### src/rtl/ssd_pkg.sv
// Shared constants for the keyboard-driven seven-segment display: glyphs, scan codes, FSM states.
// Latency: none (constants and types only).
// Backpressure: none.
package ssd_pkg;

  // Active-low segment glyphs {a,b,c,d,e,f,g,dp}; dp is always off (1).
  localparam logic [7:0] SSD_0     = 8'b0000001_1;
  localparam logic [7:0] SSD_1     = 8'b1001111_1;
  localparam logic [7:0] SSD_2     = 8'b0010010_1;
  localparam logic [7:0] SSD_3     = 8'b0000110_1;
  localparam logic [7:0] SSD_4     = 8'b1001100_1;
  localparam logic [7:0] SSD_5     = 8'b0100100_1;
  localparam logic [7:0] SSD_6     = 8'b0100000_1;
  localparam logic [7:0] SSD_7     = 8'b0001111_1;
  localparam logic [7:0] SSD_8     = 8'b0000000_1;
  localparam logic [7:0] SSD_9     = 8'b0000100_1;
  localparam logic [7:0] SSD_A     = 8'b0001000_1;
  localparam logic [7:0] SSD_S     = 8'b0100101_1;
  localparam logic [7:0] SSD_M     = 8'b0101010_1;
  localparam logic [7:0] SSD_BLANK = 8'hFF;

  // PS/2 set-2 make codes (non-extended); bit 8 of last_change is checked separately.
  localparam logic [7:0] KEY_0     = 8'h45;
  localparam logic [7:0] KEY_1     = 8'h16;
  localparam logic [7:0] KEY_2     = 8'h1E;
  localparam logic [7:0] KEY_3     = 8'h26;
  localparam logic [7:0] KEY_4     = 8'h25;
  localparam logic [7:0] KEY_5     = 8'h2E;
  localparam logic [7:0] KEY_6     = 8'h36;
  localparam logic [7:0] KEY_7     = 8'h3D;
  localparam logic [7:0] KEY_8     = 8'h3E;
  localparam logic [7:0] KEY_9     = 8'h46;
  localparam logic [7:0] KEY_ADD   = 8'h1C;
  localparam logic [7:0] KEY_SUB   = 8'h1B;
  localparam logic [7:0] KEY_MUL   = 8'h3A;
  localparam logic [7:0] KEY_ENTER = 8'h5A;
  localparam logic [7:0] KEY_BKSP  = 8'h66;

  typedef enum logic [1:0] {
    ST_IDLE = 2'd0,
    ST_NUM  = 2'd1,
    ST_OP   = 2'd2
  } state_t;

endpackage

### src/rtl/ssd_key_classify.sv
// Classifies a PS/2 scan code into digit/operator/enter/backspace and returns its glyph.
// Latency: combinational, zero cycles.
// Backpressure: none; the caller qualifies the outputs with key_valid.
module ssd_key_classify
  import ssd_pkg::*;
(
  input  logic [8:0] last_change,
  output logic       is_num,
  output logic       is_op,
  output logic       is_enter,
  output logic       is_bksp,
  output logic [7:0] glyph
);

  // Decode only non-extended codes; everything else falls through as "no class".
  always_comb begin
    is_num   = 1'b0;
    is_op    = 1'b0;
    is_enter = 1'b0;
    is_bksp  = 1'b0;
    glyph    = SSD_BLANK;
    if (!last_change[8]) begin
      case (last_change[7:0])
        KEY_0:     begin is_num = 1'b1; glyph = SSD_0; end
        KEY_1:     begin is_num = 1'b1; glyph = SSD_1; end
        KEY_2:     begin is_num = 1'b1; glyph = SSD_2; end
        KEY_3:     begin is_num = 1'b1; glyph = SSD_3; end
        KEY_4:     begin is_num = 1'b1; glyph = SSD_4; end
        KEY_5:     begin is_num = 1'b1; glyph = SSD_5; end
        KEY_6:     begin is_num = 1'b1; glyph = SSD_6; end
        KEY_7:     begin is_num = 1'b1; glyph = SSD_7; end
        KEY_8:     begin is_num = 1'b1; glyph = SSD_8; end
        KEY_9:     begin is_num = 1'b1; glyph = SSD_9; end
        KEY_ADD:   begin is_op  = 1'b1; glyph = SSD_A; end
        KEY_SUB:   begin is_op  = 1'b1; glyph = SSD_S; end
        KEY_MUL:   begin is_op  = 1'b1; glyph = SSD_M; end
        KEY_ENTER: is_enter = 1'b1;
`ifdef SSD_BACKSPACE_EN
        KEY_BKSP:  is_bksp  = 1'b1;
`endif
        default:   ;
      endcase
    end
  end

endmodule

### src/rtl/ssd_multi_digit_entry.sv
// Multi-digit key-entry buffer scanned onto a multiplexed active-low seven-segment display.
// Latency: key at edge t -> buffer at t+1 -> outputs at t+2 when that digit is in its scan slot.
// Backpressure: none; every key_valid pulse is consumed. Optional backspace via SSD_BACKSPACE_EN.
module ssd_multi_digit_entry
  import ssd_pkg::*;
#(
  parameter int          DIGITS   = 4,
  parameter logic [15:0] SCAN_DIV = 16'd50000
) (
  input  logic              clk,
  input  logic              rst,
  input  logic [8:0]        last_change,
  input  logic              key_valid,
  output logic [7:0]        display,
  output logic [DIGITS-1:0] ctrl
);

  localparam int CW = $clog2(DIGITS + 1);
  localparam int IW = $clog2(DIGITS);

  logic          is_num;
  logic          is_op;
  logic          is_enter;
  logic          is_bksp;
  logic [7:0]    glyph;

  state_t        state;
  logic [CW-1:0] count;
  logic [7:0]    digit_buf [DIGITS];
  logic [15:0]   scan_cnt;
  logic [IW-1:0] digit_idx;

  ssd_key_classify u_classify (
    .last_change (last_change),
    .is_num      (is_num),
    .is_op       (is_op),
    .is_enter    (is_enter),
    .is_bksp     (is_bksp),
    .glyph       (glyph)
  );

`ifndef SSD_BACKSPACE_EN
  // Backspace never decodes in this build; keep the port tied off cleanly.
  logic unused_bksp;
  assign unused_bksp = is_bksp;
`endif

  // Entry FSM: shifts digits in, replaces with operators, clears on enter, optionally backspaces.
  always_ff @(posedge clk or posedge rst) begin
    if (rst) begin
      state <= ST_IDLE;
      count <= '0;
      for (int i = 0; i < DIGITS; i++) digit_buf[i] <= '0;
    end else if (key_valid) begin
      if (is_num) begin
        if (state == ST_NUM) begin
          for (int i = DIGITS - 1; i > 0; i--) digit_buf[i] <= digit_buf[i-1];
          digit_buf[0] <= glyph;
          if (count < CW'(DIGITS)) count <= count + 1'b1;
        end else begin
          for (int i = 1; i < DIGITS; i++) digit_buf[i] <= '0;
          digit_buf[0] <= glyph;
          count        <= CW'(1);
          state        <= ST_NUM;
        end
      end else if (is_op) begin
        for (int i = 1; i < DIGITS; i++) digit_buf[i] <= '0;
        digit_buf[0] <= glyph;
        count        <= CW'(1);
        state        <= ST_OP;
      end else if (is_enter && state == ST_OP) begin
        count <= '0;
        state <= ST_IDLE;
      end
`ifdef SSD_BACKSPACE_EN
      else if (is_bksp && state == ST_NUM) begin
        for (int i = 0; i < DIGITS - 1; i++) digit_buf[i] <= digit_buf[i+1];
        digit_buf[DIGITS-1] <= '0;
        count               <= count - 1'b1;
        if (count == CW'(1)) state <= ST_IDLE;
      end
`endif
    end
  end

  // Scan timer: each digit owns SCAN_DIV cycles, then the index moves to the next digit.
  always_ff @(posedge clk or posedge rst) begin
    if (rst) begin
      scan_cnt  <= '0;
      digit_idx <= '0;
    end else if (scan_cnt == SCAN_DIV - 16'd1) begin
      scan_cnt  <= '0;
      digit_idx <= (digit_idx == IW'(DIGITS - 1)) ? '0 : digit_idx + 1'b1;
    end else begin
      scan_cnt <= scan_cnt + 16'd1;
    end
  end

  // Output register: light the scanned digit only if it holds a glyph, otherwise blank everything.
  always_ff @(posedge clk or posedge rst) begin
    if (rst) begin
      display <= SSD_BLANK;
      ctrl    <= '1;
    end else if (CW'(digit_idx) < count) begin
      display <= digit_buf[digit_idx];
      ctrl    <= ~(DIGITS'(1) << digit_idx);
    end else begin
      display <= SSD_BLANK;
      ctrl    <= '1;
    end
  end

endmodule

### config.mk
export PLATFORM = sky130hd
export DESIGN_NAME = ssd_multi_digit_entry
export DESIGN_NICKNAME = d
export VERILOG_FILES = /design/src/rtl/ssd_pkg.sv /design/src/rtl/ssd_key_classify.sv /design/src/rtl/ssd_multi_digit_entry.sv
export SDC_FILE = /design/constraint.sdc
export NUM_CORES = 1
export LEC_CHECK = 0
export CAP_MARGIN = 20
export CORE_MARGIN = 4
export CORE_UTILIZATION = 50
export CTS_CLUSTER_DIAMETER = 60
export DETAILED_ROUTE_END_ITERATION = 12
export GPL_TIMING_DRIVEN = 0
export PLACE_DENSITY = 0.69
export SETUP_SLACK_MARGIN = 0.4
export SLEW_MARGIN = 20
export SYNTH_ARGS = -nofsm -noshare
export SYNTH_HDL_FRONTEND = slang
export SYNTH_SLANG_ARGS = --single-unit
### constraint.sdc
create_clock -name clk -period 2.6 [get_ports clk]
set_input_delay 0.26 -clock clk [delete_from_list [all_inputs] [get_ports clk]]
set_output_delay 0.26 -clock clk [all_outputs]
set_load 0.01 [all_outputs]
### Word-level counts from Yosys, hierarchy flattened

Cells that the tools add are included.

* bits in read-only memories: 0
* latch bits: 0
* output and inout bits: 12
* memories: 0
* flip-flop bits (word level): 67
* input bits: 12
* word-level logic and storage cells: 74
* memory bits (writable): 0

* magnitude comparators: 3
* shift-type cells: 1
* divide/modulo/power cells: 0
* bitwise operators: 2
* $mul: 0
* $add $sub $neg: 3
* reductions and logical operators: 8
* muxes and demuxes: 27
* equality and inequality tests: 20

Operator list (number)
* 8-bit one-hot mux with 13 select lines: 1
* 32-bit two-way mux: 2
* 8-bit by 6-bit == test with 1-bit output (second input constant): 7
* 8-bit by 5-bit == test with 1-bit output (second input constant): 4
* 8-bit two-way mux: 4
* 8-bit by 7-bit == test with 1-bit output (second input constant): 3
* 24-bit two-way mux: 1
* 16-bit by 1-bit adder with 16-bit output (second input constant): 1
* 8-bit binary-select mux with 2-bit select: 1
* 16-bit == test (second input constant): 1
* 16-bit two-way mux: 1
* 3-bit two-way mux: 5
* 2-bit two-way mux: 5
* 10-bit OR reduction: 1
* 1-bit two-way mux: 6
* 3-bit AND reduction: 2
* 2-bit == test (second input constant): 2
* 4-bit two-way mux: 1
* 4-bit inverter: 1
* 1-bit by 2-bit << shifter with 4-bit output (first input constant): 1
* 3-bit by 1-bit adder with 3-bit output (second input constant): 1
* 3-bit >= comparator (second input constant): 1
* 2-bit by 3-bit less-than comparator with 1-bit output: 1
* 3-bit less-than comparator (second input constant): 1
* other kinds (10): 10

### Logic depth before layout (Yosys ltp)

Gate-level depths: netlist of run 1.

* word-level depth: 7
* gate-level depth with buffers: 9
* mapped depth without buffers: 6

### Modules after synthesis

Synthesis of run 1 repeated with hierarchy kept, for this count alone.

* cell total of the unflattened synthesis: 292
* area, all modules: 3389.5 um^2

By module, submodules not included
* ssd_multi_digit_entry: seq. area each 1691.6 um^2, area each 2916.5 um^2, cells each 217, instances 1
* ssd_key_classify: seq. area each 0.0 um^2, area each 473.0 um^2, cells each 75, instances 1

### Worst setup path before layout of run 1

OpenSTA, ideal clock, no wires.

* path type: input -> register
* start: input port last_change[2]
* end: register digit_buf[0] (netlist name)
* path slack: 0.781 ns
* cell stages on the path: 9
* arrival: 1.698 ns
* required time: 2.479 ns
* library setup time: 0.121 ns
* path buffers: 4
* path through: buf_2 nor2b_1 o211ai_2 and4_4 buf_6 a21o_1 buf_6 buf_6 a22o_1

* word-level cells in the longest chain between the ends: 6
* elaborated cells on any way between the ends: 22
* classes of those cells: eq/ne: 13; mux: 5; reduce/logical: 4

RTL lines
* start, declared: RTL line ssd_multi_digit_entry.sv:12 `input logic [8:0] last_change,`
* 8-bit by 7-bit == test with 1-bit output (tied with other cells): RTL line ssd_key_classify.sv:23 `case (last_change[7:0])`
* 10-bit OR reduction (no line) / 3-bit OR reduction (equally long branches)
* 1-bit two-way mux: RTL line ssd_key_classify.sv:23
* 1-bit two-way mux: RTL line ssd_key_classify.sv:22 `if (!last_change[8]) begin`
* 2-bit nonzero test (no line)
* 2-bit AND reduction (no line)
* end, declared: RTL line ssd_multi_digit_entry.sv:29 `logic [7:0] digit_buf [DIGITS];`

Several ways; a longest one is shown, not always the timed one.
A chain may end at the register's enable or synchronous reset.

### Final worst setup path of run 1

* start: input port last_change[3]
* end: register digit_buf[12] (netlist name)

Same word-level chain as after synthesis.

==> results of run 1 <==
## critical path, stage by stage
cell             delay (ns)
clkdlybuf4s50_1        0.45
buf_6                  0.16
and4bb_2               0.25
a22oi_2                0.24
nand4_1                0.16
and4_1                 0.23
buf_2                  0.16
clkbuf_4               0.20
a22o_1                 0.20
## Yosys cell counts, types with 7 or more instances
cell type,n
a21oi_1,7
a22o_1,24
and3_1,7
buf_2,7
dfrtp_1,55
dfstp_2,12
ha_1,7
inv_1,7
mux4_2,8
nand2_1,16
nand3_1,16
nor2_1,21
or2_2,9
xor2_1,10
## state kept, by name, indices dropped and copies added, names as in the netlist
signal     count
state          2
scan_cnt      16
digit_buf     32
count          3
digit_idx      2
ctrl           4
display        8
## metal layers
metal	vias to the layer above	routed length, um	global-route usage, %
met3	4	201	4.47
met2	42	3290	27.5
li1	1174	-	-
met1	1285	3230	24.1
met5	-	0	0
met4	0	72	5.65
## metrics by stage
step           instance area (um^2)  hold slack, ns  utilization [%]  instances
6_report                       4110           0.258             60.9        421
2_1_floorplan                  3460           0.433                -        299
3_3_place_gp                   3780           0.451             55.9        401
3_5_place_dp                   3800           0.466             56.3        402
5_1_grt                        4110           0.265             60.9        421
4_1_cts                        4030           0.256             59.6        418
## logic make-up (layout without fill, tap and decap cells)
family / count (synthesis) / count (layout) / share of synthesized area [%]
buffers and inverters: 26 / 68 / 4.38
and+or+nand+nor: 111 / 111 / 19.4
xor gates and xnor gates: 16 / 16 / 4.05
DFF: 67 / 67 / 48.9
AOI/OAI and AO/OA: 57 / 57 / 13.3
adders and majority gates: 8 / 8 / 2.82
muxes: 14 / 14 / 7.16
## final timing paths
path	startpoint	endpoint	slack, ns	depth (start not counted)
max in group asynchronous	rst	display[6]	1.76	3
min in group clk	scan_cnt[0]	scan_cnt[0]	0.47	1
hold / removal	rst	digit_buf[0]	0.26	2
setup reg to reg	scan_cnt[13]	digit_idx[1]	0.65	6
hold reg to reg	scan_cnt[0]	scan_cnt[0]	0.47	1
setup / recovery	last_change[3]	digit_buf[12]	0.52	9
## power by group
group          internal, mW  total [mW]  switching (mW)
logic                 0.224       0.408           0.183
clock network         0.568       0.978           0.410
registers              1.17        1.23          0.0584
total                  1.96        2.61           0.652
## area by class of cell
cell class / count / area [um^2]
Buffer: 19 / 131
Inverter: 7 / 28.8
Timing Repair Buffer: 26 / 275
Fill cell: 540 / 2640
Tap cell: 80 / 100
Clock buffer: 10 / 138
Sequential cell: 67 / 1690
Clock inverter: 6 / 87.6
Multi-Input combinational cell: 206 / 1660
## repair_timing
| action | 4_1_cts | 5_1_grt |
|---|---|---|
| setup buffers | 0 | 3 |
| resized for setup | 0 | 16 |
| setup endpoints to repair | 0 | 38 |
==> results.py, run 1 <==
metrics = {
    "finish": {
        "final_common_cell": "dfrtp_1",
        "drive_gt1_share_pct": 25.2,
        "antennaDiodeCount": 0,
        "layout_common_cells": "dfrtp_1, a22o_1, nor2_1",
        "nNetsFinal": 355,
        "synthToLayoutAreaGrowth_pct": 19.0,
    },
    "sta": {
        "finalSetupViolations": 0,
        "worst_slew_pin_slew_ns": 0.699,
        "fmax_ghz": 0.481,
        "finClkSkew_ns": 0.0116,
        "fin_crit_sh_pct": 79.9,
        "hold_viol": 0,
        "tns_ns": 0,
        "rsz0062_at_grt": "false",
        "maxSlewHeadroom_pct": 53.4,
        "drv_slew": 0,
        "setup_ws_ns": 0.522,
        "fin_crit_ns": 2.08,
    },
    "clock_tree": {
        "clkTransAtPathRegs_ns": 0.08,
        "cts_buffers": 9,
        "clock_sinks": 67,
        "clock_latency_ns": 0.34,
        "cts_buffer_depth": 2,
        "cts-htree-levels": 3,
        "cts-root-buf": "clkbuf_8",
        "cts_tree": "done",
        "cts_hold_buf": 0,
    },
    "synthesis": {
        "syn_area_per_cell_um2": 11.6,
        "syn_nets": 318,
        "ys_seq_area_share_pct": 48.9,
        "synth_seq_cells": 67,
        "netlist_instances": 299,
        "yosys.area.top_type": "dfrtp_1",
        "synth_warnings": 0,
        "synth_top_area_share_pct": 39.8,
        "synth_area_leaders": "dfrtp_1, dfstp_2, a22o_1",
        "synth_cell_types": 60,
        "synth-edff-count": 0,
        "async_reset_ff_share_pct": 100,
        "syn_area_um2": 3460,
        "synthFlopType": "dfrtp_1",
    },
    "placed_design": {
        "pre_cts_ws_ns": 0.0440,
        "dp_hpwl_um": 4610,
        "portBuffers": 22,
        "gp_congestion": 0.896,
    },
    "die": {
        "die_y_um": 91.2,
        "start_util_pct": 51.2,
        "ios": 24,
        "core.rowCount": 30,
        "die_area_um2": 8310,
        "coreArea_um2": 6760,
        "die_w_um": 91.2,
    },
    "pwr": {
        "power_mw": 2.61,
        "p_leak_nw": 1.88,
        "ir_drop_v": 0.000384,
        "p_per_area_nw_per_um2": 635,
    },
    "run": {
        "max-cap-violations": 0,
    },
    "setup_path": {
        "cp_data_arrival_time_ns": 2.30,
        "path_max_fanout": 10,
        "path_class": "input port to flop",
        "worstSetupStartpointType": "input port",
        "crit_required_ns": 2.83,
        "crit_path_end_kind": "flop",
    },
    "status": {
        "status": "finished clean",
    },
    "global_routing": {
        "antenna_found_initial": 0,
        "grt_usage_pct": 17.6,
        "grt_max_degree": 39,
        "grt_overflow": 0,
        "grt_pass1_wl_um": 11700,
        "grt_pass1_vias": 2419,
    },
    "route": {
        "vias": 2505,
        "drt_iter0_markers": 129,
        "wl_um": 6800,
        "drc": 0,
        "via_per_inst": 5.95,
        "post_drt_wl_per_cell_um": 16.1,
        "ant_nets": 0,
        "drt_pass1_iterations": 4,
    },
    "worst_hold_path": {
        "hp-class": "input port to async pin",
    },
}
Note: power is estimated with default switching activity, not from simulation.
==> inputs of run 2 (changes only) <==
==> constraint.sdc (replaced) <==
create_clock -name clk -period 2.06 [get_ports clk]
set_input_delay 0.206 -clock clk [delete_from_list [all_inputs] [get_ports clk]]
set_output_delay 0.206 -clock clk [all_outputs]
set_load 0.01 [all_outputs]
==> results.py, run 2 (synthesis gave the netlist of run 1 again) <==
metrics = {
    "status": {
        "status": "finished clean",
    },
    "sta": {
        "maxSlewHeadroom_pct": 62.9,
        "fin_crit_ns": 1.66,
        "fin_crit_sh_pct": 80.7,
        "worst_slew_pin_slew_ns": 0.556,
        "finClkSkew_ns": 0.0114,
        "finalSetupViolations": 0,
        "drv_slew": 0,
        "tns_ns": 0,
        "fin_hold_ws_ns": 0.260,
        "rsz0062_at_grt": "true",
        "fmax_ghz": 0.602,
        "hold_viol": 0,
    },
    "setup_path": {
        "startpoint": "last_change[5]",
        "crit_path_end_kind": "flop",
        "worstSetupStartpointType": "input port",
        "path_class": "input port to flop",
        "path_max_fanout": 7,
        "rr_startpoint": "digit_idx[1]",
        "cp_data_arrival_time_ns": 1.89,
        "crit_required_ns": 2.29,
    },
    "clock_tree": {
        "clkTransAtPathRegs_ns": 0.08,
        "cts_tree": "done",
        "cts-htree-levels": 3,
        "cts_hold_buf": 0,
        "clock_latency_ns": 0.34,
        "cts_buffers": 9,
        "cts_buffer_depth": 2,
        "cts-root-buf": "clkbuf_8",
        "clock_sinks": 67,
    },
    "die": {
        "start_util_pct": 51.2,
        "ios": 24,
        "core.rowCount": 30,
        "die_y_um": 91.2,
        "coreArea_um2": 6760,
        "die_area_um2": 8310,
        "die_w_um": 91.2,
    },
    "global_routing": {
        "antenna_found_initial": 0,
        "grt_pass1_wl_um": 13300,
        "grt_usage_pct": 20.1,
        "grt_pass1_vias": 2696,
        "grt_overflow": 0,
        "grt_max_degree": 27,
    },
    "finish": {
        "final_common_cell": "dfrtp_1",
        "nFillCells": 477,
        "top_register": "digit_buf",
        "layout_common_cells": "dfrtp_1, buf_4, a22o_1",
        "top_regs": "digit_buf x32, scan_cnt x16, display x8",
        "synthToLayoutAreaGrowth_pct": 33.1,
        "fin_util_pct": 68.1,
        "finish.instance_area_um2": 4600,
        "nNetsFinal": 391,
        "largest_reg_flops": 32,
        "drive_gt1_share_pct": 39.0,
        "antennaDiodeCount": 0,
    },
    "route": {
        "vias": 2662,
        "via_per_inst": 5.82,
        "drt_pass1_iterations": 4,
        "drc": 0,
        "drt_iter0_markers": 120,
        "ant_nets": 0,
        "post_drt_wl_per_cell_um": 17.5,
        "wl_um": 8020,
    },
    "placed_design": {
        "dp_hpwl_um": 4950,
        "gp_congestion": 0.901,
        "dpl_cell_area_um2": 3880,
        "portBuffers": 22,
    },
    "pwr": {
        "p_leak_nw": 2.09,
        "p_per_area_nw_per_um2": 733,
        "ir_drop_v": 0.000432,
    },
    "run": {
        "max-cap-violations": 0,
    },
    "worst_hold_path": {
        "hp-class": "input port to async pin",
    },
}
[run 2: what timing repair did]
| action | CTS | global route |
|---|---|---|
| gates resized for setup | 60 | 32 |
| pin swaps | 15 | 18 |
| endpoints found under the setup margin | 50 | 42 |
| gates cloned | 3 | 0 |
| buffers inserted | 29 | 6 |
[run 2: report_power, final]
group          total (mW)  switching, mW  internal [mW]
Sequential           1.56         0.0828           1.48
Clock                1.23          0.514          0.717
Combinational       0.587          0.261          0.326
[run 2: per-stage QoR]
step	worst slack [ns]	std cells	power, mW
after floorplan	0.404	299	1.87
after global placement	-0.436	401	2.09
after detailed placement	-0.431	403	2.11
after CTS	0.402	451	3.38
after global routing	0.370	457	3.52
final	0.398	457	3.38
[run 2: area by class of cell]
class / count / area, um^2 / area share [%]
timing repair buffer: 62 / 592 / 12.9
clock buffer: 10 / 138 / 2.99
tap: 80 / 100 / 2.17
buffer: 19 / 198 / 4.29
multi-input combinational: 206 / 1770 / 38.4
clock inverter: 6 / 87.6 / 1.90
inverter: 7 / 30.0 / 0.652
sequential: 67 / 1690 / 36.7
[run 2: layer usage]
layer	up-vias	share of wire (%)	global-route usage, %
met2	58	50	31.6
met4	0	0.87	6.66
met1	1341	46	27.8
li1	1257	-	-
met3	6	3.2	4.39
met5	-	0	0
[run 2: path summary, 6_finish.rpt]
check,to,slack [ns],depth (start not counted)
max,digit_buf[6],0.40,11
min,scan_cnt[13],0.26,2
max reg2reg,display[6],0.49,3
min reg2reg,scan_cnt[0],0.47,1
max in group asynchronous,display[6],1.04,4
min in group clk,digit_buf[29],0.43,5
[run 2: worst max-delay path: stages]
cell     delay, ns
buf_8         0.10
buf_8         0.13
nor4b_4       0.25
a22oi_2       0.12
and4_4        0.18
buf_6         0.11
a21o_1        0.18
buf_6         0.14
buf_6         0.13
buf_8         0.12
a22o_1        0.22
